`config.mk`:
```
export PLATFORM = sky130hd
export DESIGN_NAME = axi_wr_region_sched
export DESIGN_NICKNAME = d
export VERILOG_FILES = /design/src/rtl/axi_wr_region_sched.sv
export SDC_FILE = /design/constraint.sdc
export NUM_CORES = 1
export LEC_CHECK = 0
export ABC_CLOCK_PERIOD_IN_PS = 9700
export CORE_MARGIN = 1.5
export CORE_UTILIZATION = 45
export CTS_BUF_LIST = sky130_fd_sc_hd__clkbuf_4 sky130_fd_sc_hd__clkbuf_8
export DETAILED_ROUTE_END_ITERATION = 8
export GPL_TIMING_DRIVEN = 0
export PLACE_DENSITY_LB_ADDON = 0.05
export SYNTH_ARGS = -nofsm -noshare
export SYNTH_HDL_FRONTEND = slang
export SYNTH_SLANG_ARGS = --single-unit
```
`constraint.sdc`:
```
create_clock -name clk -period 9.7 [get_ports clk]
set_input_delay 1.94 -clock clk [delete_from_list [all_inputs] [get_ports clk]]
set_output_delay 1.94 -clock clk [all_outputs]
set_load 0.02 [all_outputs]
```
`src/rtl/axi_wr_region_sched.sv`:
```
// Write-beat scheduler: queues internal AXI write beats and issues them one at a
// time to IRAM, WRAM or the input FIFO, reporting completion, error or timeout.
module axi_wr_region_sched #(
    parameter int QDEPTH      = 2,
    parameter int TIMEOUT_CYC = 64,
    parameter int CNT_W       = 16
) (
    input  logic             clk,
    input  logic             rst,
    input  logic             axi_wr_vld,
    output logic             axi_wr_rdy,
    input  logic [10:0]      axi_wr_addr,
    input  logic [31:0]      axi_wr_data,
    input  logic [3:0]       axi_wr_strb,
    input  logic [1:0]       axi_wr_region,
    output logic             iram_wr_en,
    output logic             wram_wr_en,
    output logic             fifo_wr_en,
    output logic [10:0]      tgt_addr,
    output logic [31:0]      tgt_data,
    output logic [3:0]       tgt_strb,
    input  logic             iram_wr_done,
    input  logic             wram_wr_done,
    input  logic             fifo_wr_done,
    input  logic             fifo_err,
    output logic             sched_done,
    output logic             sched_err,
    output logic [1:0]       sched_err_code,
    output logic             busy,
    output logic [CNT_W-1:0] done_cnt,
    output logic [CNT_W-1:0] err_cnt
);

    localparam int PW = (QDEPTH > 1) ? $clog2(QDEPTH) : 1;
    localparam int CW = PW + 1;
    localparam int TW = (TIMEOUT_CYC > 2) ? $clog2(TIMEOUT_CYC) : 1;
    localparam logic [CW-1:0] QFULL = CW'(QDEPTH);
    localparam logic [TW-1:0] TLAST = TW'(TIMEOUT_CYC - 1);

    localparam logic [1:0] RG_IRAM = 2'b00;
    localparam logic [1:0] RG_WRAM = 2'b01;
    localparam logic [1:0] RG_FIFO = 2'b10;
    localparam logic [1:0] RG_BAD  = 2'b11;

    localparam logic [1:0] EC_OK      = 2'b00;
    localparam logic [1:0] EC_REGION  = 2'b01;
    localparam logic [1:0] EC_TARGET  = 2'b10;
    localparam logic [1:0] EC_TIMEOUT = 2'b11;

    typedef enum logic [1:0] {
        ST_IDLE  = 2'b00,
        ST_ISSUE = 2'b01,
        ST_WAIT  = 2'b10,
        ST_RESP  = 2'b11
    } state_t;

    // Entry layout: {addr[48:38], data[37:6], strb[5:2], region[1:0]}
    logic [48:0]   q_mem_r [QDEPTH];
    logic [PW-1:0] wptr_r;
    logic [PW-1:0] rptr_r;
    logic [CW-1:0] count_r;
    logic [48:0]   head_s;
    logic          push_s;
    logic          pop_s;

    state_t        state_r;
    logic [1:0]    region_r;
    logic [1:0]    code_r;
    logic [TW-1:0] timer_r;
    logic          rsp_done_s;
    logic          rsp_err_s;
    logic          fin_s;
    logic [1:0]    fin_code_s;

    assign axi_wr_rdy = (count_r < QFULL);
    assign push_s     = axi_wr_vld && axi_wr_rdy;
    assign pop_s      = (state_r == ST_IDLE) && (count_r != '0);
    assign head_s     = q_mem_r[rptr_r];
    assign busy       = (state_r != ST_IDLE) || (count_r != '0);

    // Queue storage write; contents are only ever read behind a valid count.
    always_ff @(posedge clk) begin
        if (push_s) begin
            q_mem_r[wptr_r] <= {axi_wr_addr, axi_wr_data, axi_wr_strb, axi_wr_region};
        end
    end

    // Queue pointers and occupancy.
    always_ff @(posedge clk) begin
        if (rst) begin
            wptr_r  <= '0;
            rptr_r  <= '0;
            count_r <= '0;
        end else begin
            if (push_s) wptr_r <= wptr_r + PW'(1);
            if (pop_s)  rptr_r <= rptr_r + PW'(1);
            case ({push_s, pop_s})
                2'b10:   count_r <= count_r + CW'(1);
                2'b01:   count_r <= count_r - CW'(1);
                default: count_r <= count_r;
            endcase
        end
    end

    // Response decode: only the issued target is listened to, and fifo_err beats done.
    always_comb begin
        rsp_done_s = 1'b0;
        rsp_err_s  = (region_r == RG_FIFO) && fifo_err;
        fin_s      = 1'b0;
        fin_code_s = EC_OK;
        case (region_r)
            RG_IRAM: rsp_done_s = iram_wr_done;
            RG_WRAM: rsp_done_s = wram_wr_done;
            RG_FIFO: rsp_done_s = fifo_wr_done;
            default: rsp_done_s = 1'b0;
        endcase
        case (state_r)
            ST_ISSUE: begin
                if (region_r == RG_BAD) begin
                    fin_s      = 1'b1;
                    fin_code_s = EC_REGION;
                end else if (rsp_err_s) begin
                    fin_s      = 1'b1;
                    fin_code_s = EC_TARGET;
                end else if (rsp_done_s) begin
                    fin_s      = 1'b1;
                    fin_code_s = EC_OK;
                end else begin
                    fin_s      = 1'b0;
                    fin_code_s = EC_OK;
                end
            end
            ST_WAIT: begin
                if (rsp_err_s) begin
                    fin_s      = 1'b1;
                    fin_code_s = EC_TARGET;
                end else if (rsp_done_s) begin
                    fin_s      = 1'b1;
                    fin_code_s = EC_OK;
                end else if (timer_r == TLAST) begin
                    fin_s      = 1'b1;
                    fin_code_s = EC_TIMEOUT;
                end else begin
                    fin_s      = 1'b0;
                    fin_code_s = EC_OK;
                end
            end
            default: begin
                fin_s      = 1'b0;
                fin_code_s = EC_OK;
            end
        endcase
    end

    // Issue FSM with registered strobes, held target fields, result pulse and counters.
    always_ff @(posedge clk) begin
        if (rst) begin
            state_r        <= ST_IDLE;
            region_r       <= 2'b00;
            code_r         <= 2'b00;
            timer_r        <= '0;
            tgt_addr       <= 11'h000;
            tgt_data       <= 32'h0000_0000;
            tgt_strb       <= 4'h0;
            iram_wr_en     <= 1'b0;
            wram_wr_en     <= 1'b0;
            fifo_wr_en     <= 1'b0;
            sched_done     <= 1'b0;
            sched_err      <= 1'b0;
            sched_err_code <= 2'b00;
            done_cnt       <= '0;
            err_cnt        <= '0;
        end else begin
            iram_wr_en     <= 1'b0;
            wram_wr_en     <= 1'b0;
            fifo_wr_en     <= 1'b0;
            sched_done     <= 1'b0;
            sched_err      <= 1'b0;
            sched_err_code <= 2'b00;
            case (state_r)
                ST_IDLE: begin
                    if (pop_s) begin
                        tgt_addr   <= head_s[48:38];
                        tgt_data   <= head_s[37:6];
                        tgt_strb   <= head_s[5:2];
                        region_r   <= head_s[1:0];
                        iram_wr_en <= (head_s[1:0] == RG_IRAM);
                        wram_wr_en <= (head_s[1:0] == RG_WRAM);
                        fifo_wr_en <= (head_s[1:0] == RG_FIFO);
                        state_r    <= ST_ISSUE;
                    end
                end
                ST_ISSUE, ST_WAIT: begin
                    if (fin_s) begin
                        state_r        <= ST_RESP;
                        code_r         <= fin_code_s;
                        sched_done     <= 1'b1;
                        sched_err      <= (fin_code_s != EC_OK);
                        sched_err_code <= fin_code_s;
                    end else if (state_r == ST_ISSUE) begin
                        state_r <= ST_WAIT;
                        timer_r <= '0;
                    end else begin
                        timer_r <= timer_r + TW'(1);
                    end
                end
                ST_RESP: begin
                    if (code_r == EC_OK) begin
                        if (done_cnt != {CNT_W{1'b1}}) done_cnt <= done_cnt + CNT_W'(1);
                    end else begin
                        if (err_cnt != {CNT_W{1'b1}}) err_cnt <= err_cnt + CNT_W'(1);
                    end
                    state_r <= ST_IDLE;
                end
                default: state_r <= ST_IDLE;
            endcase
        end
    end

endmodule

```
# Word-level counts from Yosys, hierarchy flattened
# Memory sizes are Yosys's and may differ from the RTL's. A register that Yosys moved wholly into a read port is not among the register bits.
# Index checks and enable logic that the tools add are counted.
[classes]
eq_ne = 15
bitwise_logic = 5
reduce_logical = 22
n_addsub = 7
muxes = 25
order_cmp = 1
[ops]
columns = ["cell", "count"]
rows = [
  ["$add 16x1->16 const B", 2],
  ["$ne 16x16->1 const B", 2],
  ["$mux 2", 8],
  ["$eq 2x2->1 const B", 6],
  ["$mux 1", 11],
  ["$eq 2x1->1 const B", 4],
  ["$logic_not 2->1", 4],
  ["$pmux 2 s2", 2],
  ["$reduce_and 2->1", 4],
  ["$reduce_bool 2->1", 4],
  ["$add 6x1->6 const B", 1],
  ["$eq 6x6->1 const B", 1],
  ["$mux 6", 1],
  ["$pmux 2 s3", 1],
  ["$reduce_and 3->1", 2],
  ["$reduce_or 3->1", 2],
  ["$not 1->1", 5],
  ["$reduce_or 2->1", 2],
  ["$logic_and 1x1->1", 3],
  ["$ne 3x3->1 const B", 1],
  ["$pmux 1 s3", 1],
  ["$add 1x1->1 const B", 2],
  ["$add 2x1->2 const B", 1],
  ["$lt 2x2->1 const B", 1],
  ["other kinds (4)", 4],
]
[totals]
word_cells = 94
ff_bits = 102
mem_bits_rw = 98
n_memories = 1
output_inout_bits = 88
[memory_table]
columns = ["memory", "words", "word_bits", "read_ports", "rd_clocked_by_memory_dff", "write_ports", "line_no", "text"]
rows = [
  ["q_mem_r", 2, 49, 1, 1, 1, "58", "logic [48:0] q_mem_r [QDEPTH];"],
]

# Longest topological paths before layout
[logic_depth]
word_depth = 8
mapped_depth = 9
depth_no_buf = 7

# Worst setup path after synthesis
# Ideal clock, no wire load.
[synth_timing]
path_kind = "input -> register"
from = "input port axi_wr_vld"
to = "memory q_mem_r[0][0], enable pin"
t_arrival_ns = 4.102
t_required_ns = 9.244
slack_ns = 5.142
n_path_buf = 0
path_stages = 2
cell_sequence = "nand2_1 > nor2_1"
[synth_between]
elab_chain_cells = 3
[synth_lines]
columns = ["item", "line_no", "text"]
rows = [
  ["from (decl)", "10", "input logic axi_wr_vld,"],
  ["$logic_and 1x1->1", "76", "assign push_s = axi_wr_vld && axi_wr_rdy;"],
  ["$mux 1", "83", "if (push_s) begin"],
  ["$mux 1 (implied by the code)", "84", "q_mem_r[wptr_r] <= {axi_wr_addr, axi_wr_data, axi_wr_strb, axi_wr_region};"],
  ["to (decl)", "58", ""],
]
# Every way passes these cells.

# Worst setup path in the final report
[layout_timing]
from = "register state_r[0]"
to = "output port busy"
[layout_between]
elab_chain_cells = 2
[layout_lines]
columns = ["item", "line_no", "text"]
rows = [
  ["from (decl)", "66", "state_t state_r;"],
  ["from (signal assigned)", "158", "state_r <= ST_IDLE;"],
  ["from (signal assigned)", "190", "state_r <= ST_ISSUE;"],
  ["from (signal assigned)", "195", "state_r <= ST_RESP;"],
  ["$reduce_bool 2->1", "79", "assign busy = (state_r != ST_IDLE) || (count_r != '0);"],
  ["$logic_or 1x1->1", "79", ""],
  ["to (decl)", "29", "output logic busy,"],
]
# Every way passes these cells.

==> impl_metrics.json <==
{
  "use_met2": 0.339,
  "start_util": 0.459,
  "grt_first_pass_wirelength_um": 28400,
  "fin_crit_sh": 0.424,
  "vias_per_cell": 5.37,
  "slowest_delay_ns": 0.56,
  "die_h_um": 136,
  "vias": 5754,
  "rows": 48,
  "cts_tree": "done",
  "io_buffer_count": 143,
  "ys_types": 61,
  "hold_buffers": 0,
  "gr-max-usage-layer": "met2",
  "core_region_area_um2": 17200,
  "dp.cells": 1009,
  "async_flop_share": 0,
  "skew_ns": 0.0185,
  "slew_headroom": 0.290,
  "syn-instance-count": 639,
  "synthFlopType": "dfxtp_1",
  "synth_edf_count": 98,
  "use_met1": 0.228,
  "slew_violations": 0,
  "p_total_mw": 2.86,
  "cp_top_family": "buffers and inverters",
  "slowest_stage": "clkdlybuf4s50_1",
  "synthAdderAreaFrac": 0.0127,
  "chipWidth_um": 136,
  "cp_common_cell": "inv_1",
  "synth_area_leaders": "edfxtp_1 (37%), dfxtp_1 (26%), mux2i_1 (6.5%)",
  "areaGrowthSynthToFinish_pct": 31.3,
  "firstDrtPassIters": 4,
  "mostFrequentLayoutCell": "clkdlybuf4s50_1",
  "cts_setup_buffers": 0,
  "grtUsageTotal": 0.197,
  "io_pins": 144,
  "syn_area_um2": 7910,
  "endpoint_kind": "output port",
  "hold_viol": 0,
  "syn_avg_cell_area_um2": 12.4,
  "drive_above_1_share": 0.122,
  "antennaDiodeCount": 0,
  "setup_ws_ns": 5.59,
  "cts-buffers-inserted": 36,
  "yosys.area_share.xor_xnor": 0.00443,
  "yosysSeqAreaShare": 0.633,
  "power_leakage_nw": 3.49,
  "crit_path_max_fanout": 4,
  "yosysTopAreaCell": "edfxtp_1",
  "report.final.setup_viol": 0,
  "cts.sinks": 201,
  "multi_input_area_um2": 2670,
  "p_per_area_nw_per_um2": 275,
  "synth-seq-cells": 201,
  "cts_root_buffer": "clkbuf_8",
  "wirelength_um": 18000,
  "maxCapViolations": 0,
  "dp_slack_ns": 5.72,
  "grt_pass1_vias": 5728,
  "die_area_um2": 18400,
  "most-common-layout-cells": "clkdlybuf4s50_1 (143), dfxtp_1 (103), edfxtp_1 (98)",
  "synth_top_family_by_area": "compound AO/OA/AOI/OAI gates",
  "fin_util": 0.602,
  "yosys.area_share.simple": 0.120,
  "cts.repair.resized": 0,
  "worst_pin_slew_ns": 1.06,
  "crit_arrival_ns": 2.17,
  "yosysTopAreaCellShare": 0.372,
  "grt_overflow": 0,
  "period_minus_slack_ns": 4.11,
  "antenna_found_initial": 0,
  "fill_cells": 1405,
  "cts.htree.levels": 2,
  "required_ns": 7.76,
  "grt_max_degree": 31,
  "synth_nets": 703,
  "use_met3": 0.0629,
  "start_kind": "flop",
  "dpl.hpwl_um": 12200,
  "initialDrtViolationCount": 254,
  "ir_drop_v": 0.000165,
  "worstPathCellList": "inv_1 -> ha_1 -> nor3b_1 -> inv_1 -> clkdlybuf4s50_1",
  "detail_route.wl_per_cell_um": 16.8,
  "r2r_slack_ns": 7.04,
  "clk_latency_ns": 0.52,
  "fin_nets": 886,
  "drc": 0,
  "status": "finished, final reports clean",
  "stdcell_count": 1072,
  "synth-compound-area-share": 0.123,
  "path_class": "reg2out",
  "hp-class": "reg2reg",
  "rsz0062_at_grt": "false",
  "seqCellArea_um2": 5000,
  "fmax_ghz": 0.243,
  "synthMuxAreaShare": 0.0760,
  "setup_tns_ns": 0,
  "gp_congestion": 0.817,
  "path_clk_slew_ns": 0.06,
  "clk_path_buf_depth": 3,
  "ys_warn_count": 0,
  "antenna_left": 0,
  "cp_num_buf_inv": 3
}
final timing paths:
| check | depth (start not counted) | startpoint | to |
|---|---|---|---|
| hold reg to reg | 2 | tgt_data[0]$_SDFFE_PP0P_ | tgt_data[0]$_SDFFE_PP0P_ |
| setup / recovery | 5 | state_r[0]$_SDFFE_PP0P_ | busy |
| setup reg to reg | 8 | state_r[0]$_SDFFE_PP0P_ | count_r[1]$_SDFFE_PP0P_ |
| hold / removal | 2 | tgt_data[0]$_SDFFE_PP0P_ | tgt_data[0]$_SDFFE_PP0P_ |
area by class of cell:
cell class / instances / area share
buffer: 40 / 0.0194
clock buffer: 55 / 0.0621
clock inverter: 8 / 0.00651
inverter: 11 / 0.00398
multi-input combinational: 387 / 0.257
sequential: 201 / 0.482
tap: 225 / 0.0271
timing repair buffer: 145 / 0.142
stage by stage:
| step | area, um2 | hold WS [ns] |
|---|---|---|
| after floorplan | 7910 | 0.459 |
| after global placement | 9620 | 0.475 |
| after detailed placement | 9670 | 0.490 |
| after CTS | 10400 | 0.498 |
| after global routing | 10400 | 0.522 |
| final | 10400 | 0.498 |
routing by layer:
metal | vias up | part of all wire
met5 | - | 0
met1 | 2734 | 0.41
met2 | 172 | 0.50
met4 | 0 | 0.025
met3 | 38 | 0.069
li1 | 2810 | -
synthesized netlist by cell type, drive strengths merged (11+ instances only):
master,count
inv,11
a211oi,50
buf,12
nand4,13
or4,17
dfxtp,103
a21oi,33
nor2,66
clkbuf,28
nand3,12
edfxtp,98
mux2i,51
o31ai,19
o21ai,18
nand2,16
state kept, by name, summed over array words and instances (netlist names), 4 cells and up, named ones only:
register  flops
err_cnt      16
done_cnt     16
q_mem_r      98
tgt_addr     11
timer_r       6
tgt_data     32
tgt_strb      4
power breakdown:
group | switching (mW) | internal (mW) | total, mW | leakage [nW]
clock network | 0.335 | 0.450 | 0.785 | 0.380
logic | 0.530 | 0.389 | 0.919 | 1.36
registers | 0.0814 | 1.07 | 1.15 | 1.76
worst register-to-register path, stage by stage (launching register included):
cell	delay, ns
dfxtp_1	0.34
inv_1	0.11
ha_1	0.20
o21a_1	0.14
clkbuf_1	0.43
clkbuf_1	0.51
ha_1	0.37
or3_1	0.35
a21oi_1	0.15
cells by family (layout without fill, tap and decap cells):
family | after synthesis | in the layout
compound gates | 142 | 142
xor+xnor | 4 | 4
mux | 59 | 59
simple gates | 174 | 174
fa+ha+maj | 8 | 8
buf+inv | 51 | 259
flops | 201 | 201
(Power assumes the default switching activity.)
